File: config.mk
export PLATFORM = sky130hd
export DESIGN_NAME = debug_apb_master
export DESIGN_NICKNAME = d
export VERILOG_FILES = /design/src/rtl/debug_apb_master_pkg.sv /design/src/rtl/debug_apb_master.sv
export SDC_FILE = /design/constraint.sdc
export NUM_CORES = 1
export LEC_CHECK = 0
export CORE_ASPECT_RATIO = 0.75
export CORE_MARGIN = 5
export CORE_UTILIZATION = 40
export DETAILED_ROUTE_END_ITERATION = 7
export MAX_ROUTING_LAYER = met4
export PLACE_DENSITY_LB_ADDON = 0.3
export SYNTH_ARGS = -nofsm -noshare
export SYNTH_HDL_FRONTEND = slang
export SYNTH_SLANG_ARGS = --single-unit
File: constraint.sdc
create_clock -name clk -period 2.4 [get_ports clk]
set_input_delay 0.36 -clock clk [delete_from_list [all_inputs] [get_ports clk]]
set_output_delay 0.36 -clock clk [all_outputs]
set_load 0.05 [all_outputs]
File: src/rtl/debug_apb_master_pkg.sv
// rtl/debug_apb_master_pkg.sv - shared types and address map for the debug APB master
//
// Purpose: FSM state encoding of debug_apb_master and the debug register
// block address map, shared by the RTL and the bench.
// Ports: none (package).

package debug_apb_master_pkg;

  typedef enum logic [1:0] {
    ST_IDLE   = 2'd0,
    ST_SETUP  = 2'd1,
    ST_ACCESS = 2'd2,
    ST_RESP   = 2'd3
  } state_e;

  localparam logic [31:0] DEBUG_APB_BASE = 32'h4000_0000;
  localparam logic [7:0]  DREG0_OFF      = 8'h00;
  localparam logic [7:0]  DREG1_OFF      = 8'h04;
  localparam logic [7:0]  DREG2_OFF      = 8'h08;
  localparam logic [7:0]  DREG3_OFF      = 8'h0C;

endpackage

File: src/rtl/debug_apb_master.sv
// rtl/debug_apb_master.sv - single-transfer APB initiator behind a valid/ready command port
//
// Purpose: accepts one command at a time, runs an APB SETUP/ACCESS transfer
// with pready wait states and an optional wait-state timeout, and returns
// the result on a valid/ready response port.
// Ports:
//   clk, rst_n                       clock, synchronous active-low reset
//   cmd_valid/ready/write/addr/wdata command request port
//   rsp_valid/ready/rdata/err        response port (err = pslverr or timeout)
//   psel/penable/pwrite/paddr/pwdata APB request outputs
//   prdata/pready/pslverr            APB responder inputs

module debug_apb_master
  import debug_apb_master_pkg::*;
#(
  parameter int ADDR_W  = 32,
  parameter int DATA_W  = 32,
  parameter int TIMEOUT = 255
) (
  input  logic              clk,
  input  logic              rst_n,
  input  logic              cmd_valid,
  output logic              cmd_ready,
  input  logic              cmd_write,
  input  logic [ADDR_W-1:0] cmd_addr,
  input  logic [DATA_W-1:0] cmd_wdata,
  output logic              rsp_valid,
  input  logic              rsp_ready,
  output logic [DATA_W-1:0] rsp_rdata,
  output logic              rsp_err,
  output logic              psel,
  output logic              penable,
  output logic              pwrite,
  output logic [ADDR_W-1:0] paddr,
  output logic [DATA_W-1:0] pwdata,
  input  logic [DATA_W-1:0] prdata,
  input  logic              pready,
  input  logic              pslverr
);

  // Counter holds 0..TIMEOUT-1; one bit minimum so a disabled timeout still elaborates.
  localparam int CNT_W = (TIMEOUT > 0) ? $clog2(TIMEOUT + 1) : 1;
  localparam bit TO_EN = (TIMEOUT != 0);
  localparam logic [CNT_W-1:0] CNT_LAST = CNT_W'((TIMEOUT > 0) ? TIMEOUT - 1 : 0);

  state_e            state_q,     state_d;
  logic              psel_q,      psel_d;
  logic              penable_q,   penable_d;
  logic              pwrite_q,    pwrite_d;
  logic [ADDR_W-1:0] paddr_q,     paddr_d;
  logic [DATA_W-1:0] pwdata_q,    pwdata_d;
  logic              rsp_valid_q, rsp_valid_d;
  logic [DATA_W-1:0] rsp_rdata_q, rsp_rdata_d;
  logic              rsp_err_q,   rsp_err_d;
  logic [CNT_W-1:0]  cnt_q,       cnt_d;

  assign cmd_ready = (state_q == ST_IDLE);
  assign psel      = psel_q;
  assign penable   = penable_q;
  assign pwrite    = pwrite_q;
  assign paddr     = paddr_q;
  assign pwdata    = pwdata_q;
  assign rsp_valid = rsp_valid_q;
  assign rsp_rdata = rsp_rdata_q;
  assign rsp_err   = rsp_err_q;

  always_comb begin
    state_d     = state_q;
    psel_d      = psel_q;
    penable_d   = penable_q;
    pwrite_d    = pwrite_q;
    paddr_d     = paddr_q;
    pwdata_d    = pwdata_q;
    rsp_valid_d = rsp_valid_q;
    rsp_rdata_d = rsp_rdata_q;
    rsp_err_d   = rsp_err_q;
    cnt_d       = cnt_q;

    unique case (state_q)
      ST_IDLE: begin
        // cmd_ready is high in IDLE, so cmd_valid alone is the handshake.
        if (cmd_valid) begin
          paddr_d  = cmd_addr;
          pwdata_d = cmd_wdata;
          pwrite_d = cmd_write;
          psel_d   = 1'b1;
          state_d  = ST_SETUP;
        end
      end
      ST_SETUP: begin
        penable_d = 1'b1;
        cnt_d     = '0;
        state_d   = ST_ACCESS;
      end
      ST_ACCESS: begin
        // pready is checked first so a completion beats a same-cycle timeout.
        if (pready) begin
          rsp_rdata_d = pwrite_q ? '0 : prdata;
          rsp_err_d   = pslverr;
          psel_d      = 1'b0;
          penable_d   = 1'b0;
          rsp_valid_d = 1'b1;
          state_d     = ST_RESP;
        end else if (TO_EN && (cnt_q == CNT_LAST)) begin
          rsp_rdata_d = '0;
          rsp_err_d   = 1'b1;
          psel_d      = 1'b0;
          penable_d   = 1'b0;
          rsp_valid_d = 1'b1;
          state_d     = ST_RESP;
        end else begin
          cnt_d = cnt_q + CNT_W'(1);
        end
      end
      ST_RESP: begin
        if (rsp_ready) begin
          rsp_valid_d = 1'b0;
          state_d     = ST_IDLE;
        end
      end
    endcase
  end

  always_ff @(posedge clk) begin
    if (!rst_n) begin
      state_q     <= ST_IDLE;
      psel_q      <= 1'b0;
      penable_q   <= 1'b0;
      pwrite_q    <= 1'b0;
      paddr_q     <= '0;
      pwdata_q    <= '0;
      rsp_valid_q <= 1'b0;
      rsp_rdata_q <= '0;
      rsp_err_q   <= 1'b0;
      cnt_q       <= '0;
    end else begin
      state_q     <= state_d;
      psel_q      <= psel_d;
      penable_q   <= penable_d;
      pwrite_q    <= pwrite_d;
      paddr_q     <= paddr_d;
      pwdata_q    <= pwdata_d;
      rsp_valid_q <= rsp_valid_d;
      rsp_rdata_q <= rsp_rdata_d;
      rsp_err_q   <= rsp_err_d;
      cnt_q       <= cnt_d;
    end
  end

endmodule

## Word level (Yosys, flattened, before mapping)

Cells that the tools add are included.
Widths: inputs -> output; s select.

- Register bits: 111
- Bits of input ports: 103
- Output and inout bits: 102
- Word-level logic and storage cells: 53

- Add/subtract/negate cells: 1
- Equality and inequality tests: 9
- Mux-type cells: 21
- Reductions and logical operators: 12

Operator list:

| cell | number |
|---|---|
| $mux 32 | 3 |
| $mux 8 | 2 |
| $pmux 8 s2 | 1 |
| $reduce_and 3->1 | 4 |
| $add 8x1->8 const B | 1 |
| $eq 8x8->1 const B | 1 |
| $mux 2 | 4 |
| $ne 2x2->1 const B | 4 |
| $pmux 2 s4 | 1 |
| $reduce_bool 2->1 | 4 |
| $mux 1 | 7 |
| $pmux 1 s2 | 3 |
| $reduce_and 2->1 | 3 |
| $eq 2x2->1 const B | 2 |
| $ne 3x3->1 const B | 1 |
| $eq 2x1->1 const B | 1 |
| $logic_not 2->1 | 1 |

## Logic depth before layout (Yosys ltp)

- Depth after elaboration: 4
- Depth in mapped cells: 7
- Depth with buffers taken out: 6

## Worst setup path before layout

OpenSTA, ideal clock, no wires.

- Kind: reg2reg
- From: register state_q[0]
- To: register paddr_q[13] (netlist: paddr[13])
- Library setup time: 0.070 ns
- Arrival: 1.763 ns
- Slack: 0.567 ns
- Cell stages (with the launch flop): 8
- Buffers on the path: 2
- Cells stage by stage: dfxtp_1 inv_1 ha_1 and2_1 buf_2 buf_1 nand2_1 a21oi_1

- Longest elaborated chain between the ends: 2

Ends and longest elaborated chain:

| element | RTL line | text |
|---|---|---|
| start: declaration | debug_apb_master.sv:46 | `state_e state_q, state_d;` |
| start signal: assignment | debug_apb_master.sv:137 | `state_q <= state_d;` |
| $logic_not 2->1 | - |  |
| via cmd_ready | debug_apb_master.sv:23 | `output logic cmd_ready,` |
| $reduce_and 2->1 (no source line) | - |  |
| end signal: assignment | debug_apb_master.sv:141 | `paddr_q <= paddr_d;` |
| end: declaration | debug_apb_master.sv:50 | `logic [ADDR_W-1:0] paddr_q, paddr_d;` |

The timed path passes the listed nets, and every way through them passes these cells.
A chain may end at the register's enable or synchronous reset.

## Final worst setup path

- From: register state_q[0]
- To: output cmd_ready

- Longest elaborated chain between the ends: 1

Ends and longest elaborated chain:

| element | RTL line | text |
|---|---|---|
| $logic_not 2->1 | debug_apb_master.sv:57 | `assign cmd_ready = (state_q == ST_IDLE);` |
| end: declaration | debug_apb_master.sv:23 |  |

No other way between the ends.

==> impl_metrics.xml <==
<?xml version="1.0" encoding="UTF-8"?>
<metrics>
  <group name="run_status">
    <metric name="outcome" unit="">completed</metric>
  </group>
  <group name="timing">
    <metric name="hold_viol_final" unit="">0</metric>
    <metric name="setup_tns" unit="ns">0</metric>
    <metric name="fmax" unit="MHz">447.9</metric>
    <metric name="tightest_slew" unit="ns">0.5431</metric>
    <metric name="timing.slew.headroom" unit="%">63.68</metric>
    <metric name="setup_viol_count_final" unit="">0</metric>
    <metric name="report.final.slew_viol_count" unit="">0</metric>
    <metric name="setup_repair_after_global_routing_missed_its_margin" unit="">no</metric>
    <metric name="min_period_over_period" unit="%">93.02</metric>
    <metric name="post-route-min-period" unit="ns">2.233</metric>
    <metric name="final.setup_skew" unit="ns">0.005115</metric>
  </group>
  <group name="clock_tree">
    <metric name="cts.repair.resized" unit="">0</metric>
    <metric name="cts_tree" unit="">done</metric>
    <metric name="post_cts.repair.setup_buffers" unit="">0</metric>
    <metric name="clk_pin_slew_worst_paths" unit="ns">0.07</metric>
    <metric name="cts_num_sinks" unit="">111</metric>
    <metric name="cts.root.buffer_cell" unit="">sky130_fd_sc_hd__clkbuf_16</metric>
    <metric name="ctsLongestPathBuffers" unit="">2</metric>
    <metric name="h-tree-depth" unit="">3</metric>
    <metric name="cts_made_buffers" unit="">9</metric>
    <metric name="hold_buffers" unit="">0</metric>
    <metric name="clk_latency" unit="ns">0.34</metric>
  </group>
  <group name="route">
    <metric name="met3RoutedLength" unit="microns">769</metric>
    <metric name="dr.max_layer_used" unit="">met4</metric>
    <metric name="drt-initial-drc-count" unit="">170</metric>
    <metric name="detail_route.wl_per_cell" unit="microns">15.88</metric>
    <metric name="antenna_left" unit="">0</metric>
    <metric name="vias" unit="">3897</metric>
    <metric name="wl_met1" unit="microns">5235</metric>
    <metric name="routed_wl" unit="microns">12380</metric>
    <metric name="dr_wl_met2" unit="microns">6174</metric>
    <metric name="route.detailed.drc" unit="">0</metric>
    <metric name="firstDrtPassIters" unit="">4</metric>
    <metric name="post_drt_via_cell_ratio" unit="">4.996</metric>
  </group>
  <group name="synthesis">
    <metric name="synthFlopType" unit="">sky130_fd_sc_hd__dfxtp_1</metric>
    <metric name="synthesis.area" unit="sq um">4009</metric>
    <metric name="synth_async_sr_flop_share" unit="%">0</metric>
    <metric name="ys.warnings.count" unit="">0</metric>
    <metric name="number_of_synthesized_flops_with_an_enable_pin" unit="">0</metric>
    <metric name="post_synth.cell_area_avg" unit="sq um">8.928</metric>
    <metric name="sequential_fraction_of_the_synthesis_area" unit="%">55.43</metric>
    <metric name="synth_cell_type_count" unit="">42</metric>
    <metric name="synth-seq-cells" unit="">111</metric>
    <metric name="syn_nets" unit="">558</metric>
    <metric name="syn-instance-count" unit="">449</metric>
  </group>
  <group name="global_routing">
    <metric name="grt_first_pass_wirelength" unit="microns">19640</metric>
    <metric name="grt-ovfl-total" unit="">0</metric>
    <metric name="grt_max_degree" unit="">59</metric>
    <metric name="grt_antenna_before_repair" unit="">0</metric>
    <metric name="grt_util_all_layers" unit="%">20.27</metric>
    <metric name="grt_pass1_vias" unit="">3802</metric>
  </group>
  <group name="die">
    <metric name="ios" unit="">205</metric>
    <metric name="floorplan.core_area" unit="sq um">9736</metric>
    <metric name="die_y" unit="microns">96.70</metric>
    <metric name="dieArea" unit="sq um">12150</metric>
    <metric name="chip_width" unit="microns">125.6</metric>
    <metric name="start_util" unit="%">41.18</metric>
    <metric name="std_cell_rows" unit="">31</metric>
  </group>
  <group name="place">
    <metric name="port_buffers" unit="">204</metric>
    <metric name="dp.final_hpwl" unit="microns">9122</metric>
    <metric name="gp_congestion" unit="">0.8754</metric>
    <metric name="placed_cell_area" unit="sq um">6168</metric>
  </group>
  <group name="worst_setup_path">
    <metric name="crit_arrival" unit="ns">1.87</metric>
    <metric name="worstSetupEndpointType" unit="">primary output</metric>
    <metric name="timing.critical_path.fanout_max" unit="">4</metric>
    <metric name="r2r_setup_slack" unit="ns">0.57</metric>
    <metric name="required" unit="ns">2.04</metric>
    <metric name="timing.setup.critical_path_class" unit="">register to primary output</metric>
    <metric name="cp-start-kind" unit="">register</metric>
  </group>
  <group name="layout">
    <metric name="syn_to_final_growth" unit="%">61.14</metric>
    <metric name="final_net_count" unit="">752</metric>
    <metric name="final_cell_area" unit="sq um">6460</metric>
    <metric name="final_layout_size_suffix_gt1_share" unit="%">5.556</metric>
    <metric name="fillCellCount" unit="">818</metric>
    <metric name="antenna_cells_inserted" unit="">0</metric>
    <metric name="final_core_utilization" unit="%">66.35</metric>
  </group>
  <group name="hold_path">
    <metric name="worstHoldPathType" unit="">register to register</metric>
  </group>
  <group name="power">
    <metric name="peakVddDrop" unit="V">0.0004659</metric>
    <metric name="leakage" unit="nW">2.393</metric>
    <metric name="power_density" unit="nW/um^2">936.3</metric>
  </group>
  <group name="job">
    <metric name="maxCapViolations" unit="">0</metric>
  </group>
</metrics>
==> layout make-up <==
cell class              instances  area [sq um]  share of cell area [%]
clock buffers                  10         239.0                   3.699
clock inverters                 6         52.55                  0.8135
inverters                       7         26.28                  0.4067
multi-input cells             301          1633                   25.28
flip-flops and latches        111          2222                   34.40
well taps                     132         165.2                   2.557
repair buffers                213          2122                   32.85
==> path summary, 6_finish.rpt <==
path / from / end / cells past startpoint
setup / recovery: state_q[0] / cmd_ready / 3
hold / removal: paddr[27] / paddr[27] / 2
setup reg to reg: state_q[1] / cnt_q[6] / 5
hold reg to reg: paddr[27] / paddr[27] / 2
==> critical path, cell delays in order, from the launching register on <==
cell	delay, ns
sky130_fd_sc_hd__dfxtp_1	0.32
sky130_fd_sc_hd__inv_1	0.12
sky130_fd_sc_hd__ha_1	0.26
sky130_fd_sc_hd__clkdlybuf4s50_1	0.83
==> per-stage QoR <==
step	worst slack, ns	std cells	hold WS (ns)	power (mW)
after floorplan	0.5665	449	0.4710	3.787
after detailed placement	0.4187	764	0.4459	4.662
after CTS	0.1285	780	0.4565	6.117
after global placement	0.4547	764	0.4402	4.610
after global routing	0.07610	780	0.4765	6.351
final	0.1674	780	0.4526	6.049
==> cells by family after synthesis <==
group	after synthesis	synth area share, %
compound gates	124	20.35
fa+ha+maj	6	1.873
buf+inv	37	4.088
flops	111	55.43
mux	2	0.4994
simple gates	169	17.76
==> cell usage in the layout (no fill, tap or decap), types with 2 or more instances in the layout <==
| cell | instances |
|---|---|
| sky130_fd_sc_hd__nor2b_1 | 3 |
| sky130_fd_sc_hd__and4_1 | 4 |
| sky130_fd_sc_hd__nor2_1 | 2 |
| sky130_fd_sc_hd__o21ai_0 | 4 |
| sky130_fd_sc_hd__nand3_1 | 4 |
| sky130_fd_sc_hd__a21oi_1 | 70 |
| sky130_fd_sc_hd__ha_1 | 6 |
| sky130_fd_sc_hd__inv_1 | 6 |
| sky130_fd_sc_hd__clkbuf_16 | 9 |
| sky130_fd_sc_hd__mux2i_1 | 2 |
| sky130_fd_sc_hd__clkinv_4 | 2 |
| sky130_fd_sc_hd__nand2_1 | 142 |
| sky130_fd_sc_hd__a22o_1 | 32 |
| sky130_fd_sc_hd__dfxtp_1 | 111 |
| sky130_fd_sc_hd__nand2b_1 | 2 |
| sky130_fd_sc_hd__clkinvlp_4 | 2 |
| sky130_fd_sc_hd__a31oi_1 | 4 |
| sky130_fd_sc_hd__clkdlybuf4s50_1 | 204 |
| sky130_fd_sc_hd__buf_4 | 8 |
| sky130_fd_sc_hd__o31a_1 | 2 |
==> state kept, by name, summed over array words and instances (netlist names) <==
| signal | count |
|---|---|
| cnt_q | 8 |
| penable | 1 |
| rsp_rdata | 32 |
| rsp_valid | 1 |
| pwdata | 32 |
| paddr | 32 |
| rsp_err | 1 |
| psel | 1 |
| state_q | 2 |
| pwrite | 1 |
==> routing by layer <==
metal,vias to the layer above,GRT usage [%]
met5,-,-
met4,0,6.500
met3,19,5.341
met1,1825,23.74
met2,135,34.02
li1,1918,-
==> cells in the mapped netlist (all sizes together) (2+ instances only) <==
cell | count | area (sq um)
a21oi | 71 | 359.1
a22o | 32 | 280.3
a31oi | 4 | 25.02
and2 | 2 | 12.51
and4 | 4 | 35.03
buf | 10 | 62.56
clkbuf | 20 | 75.07
dfxtp | 111 | 2222
ha | 6 | 75.07
inv | 7 | 26.27
mux2i | 2 | 20.02
nand2 | 143 | 536.8
nand2b | 2 | 12.51
nand3 | 5 | 30.03
nor2 | 2 | 7.510
nor2b | 3 | 18.77
nor3 | 2 | 15.01
o21ai | 4 | 20.02
o31a | 2 | 17.52
==> power breakdown <==
group / internal [mW] / switching, mW / leakage, nW
logic: 0.809 / 1.57 / 1.35
registers: 2.09 / 0.133 / 0.905
clock network: 0.748 / 0.691 / 0.137
total: 3.65 / 2.40 / 2.39
Power figures use the tool's default switching activity.
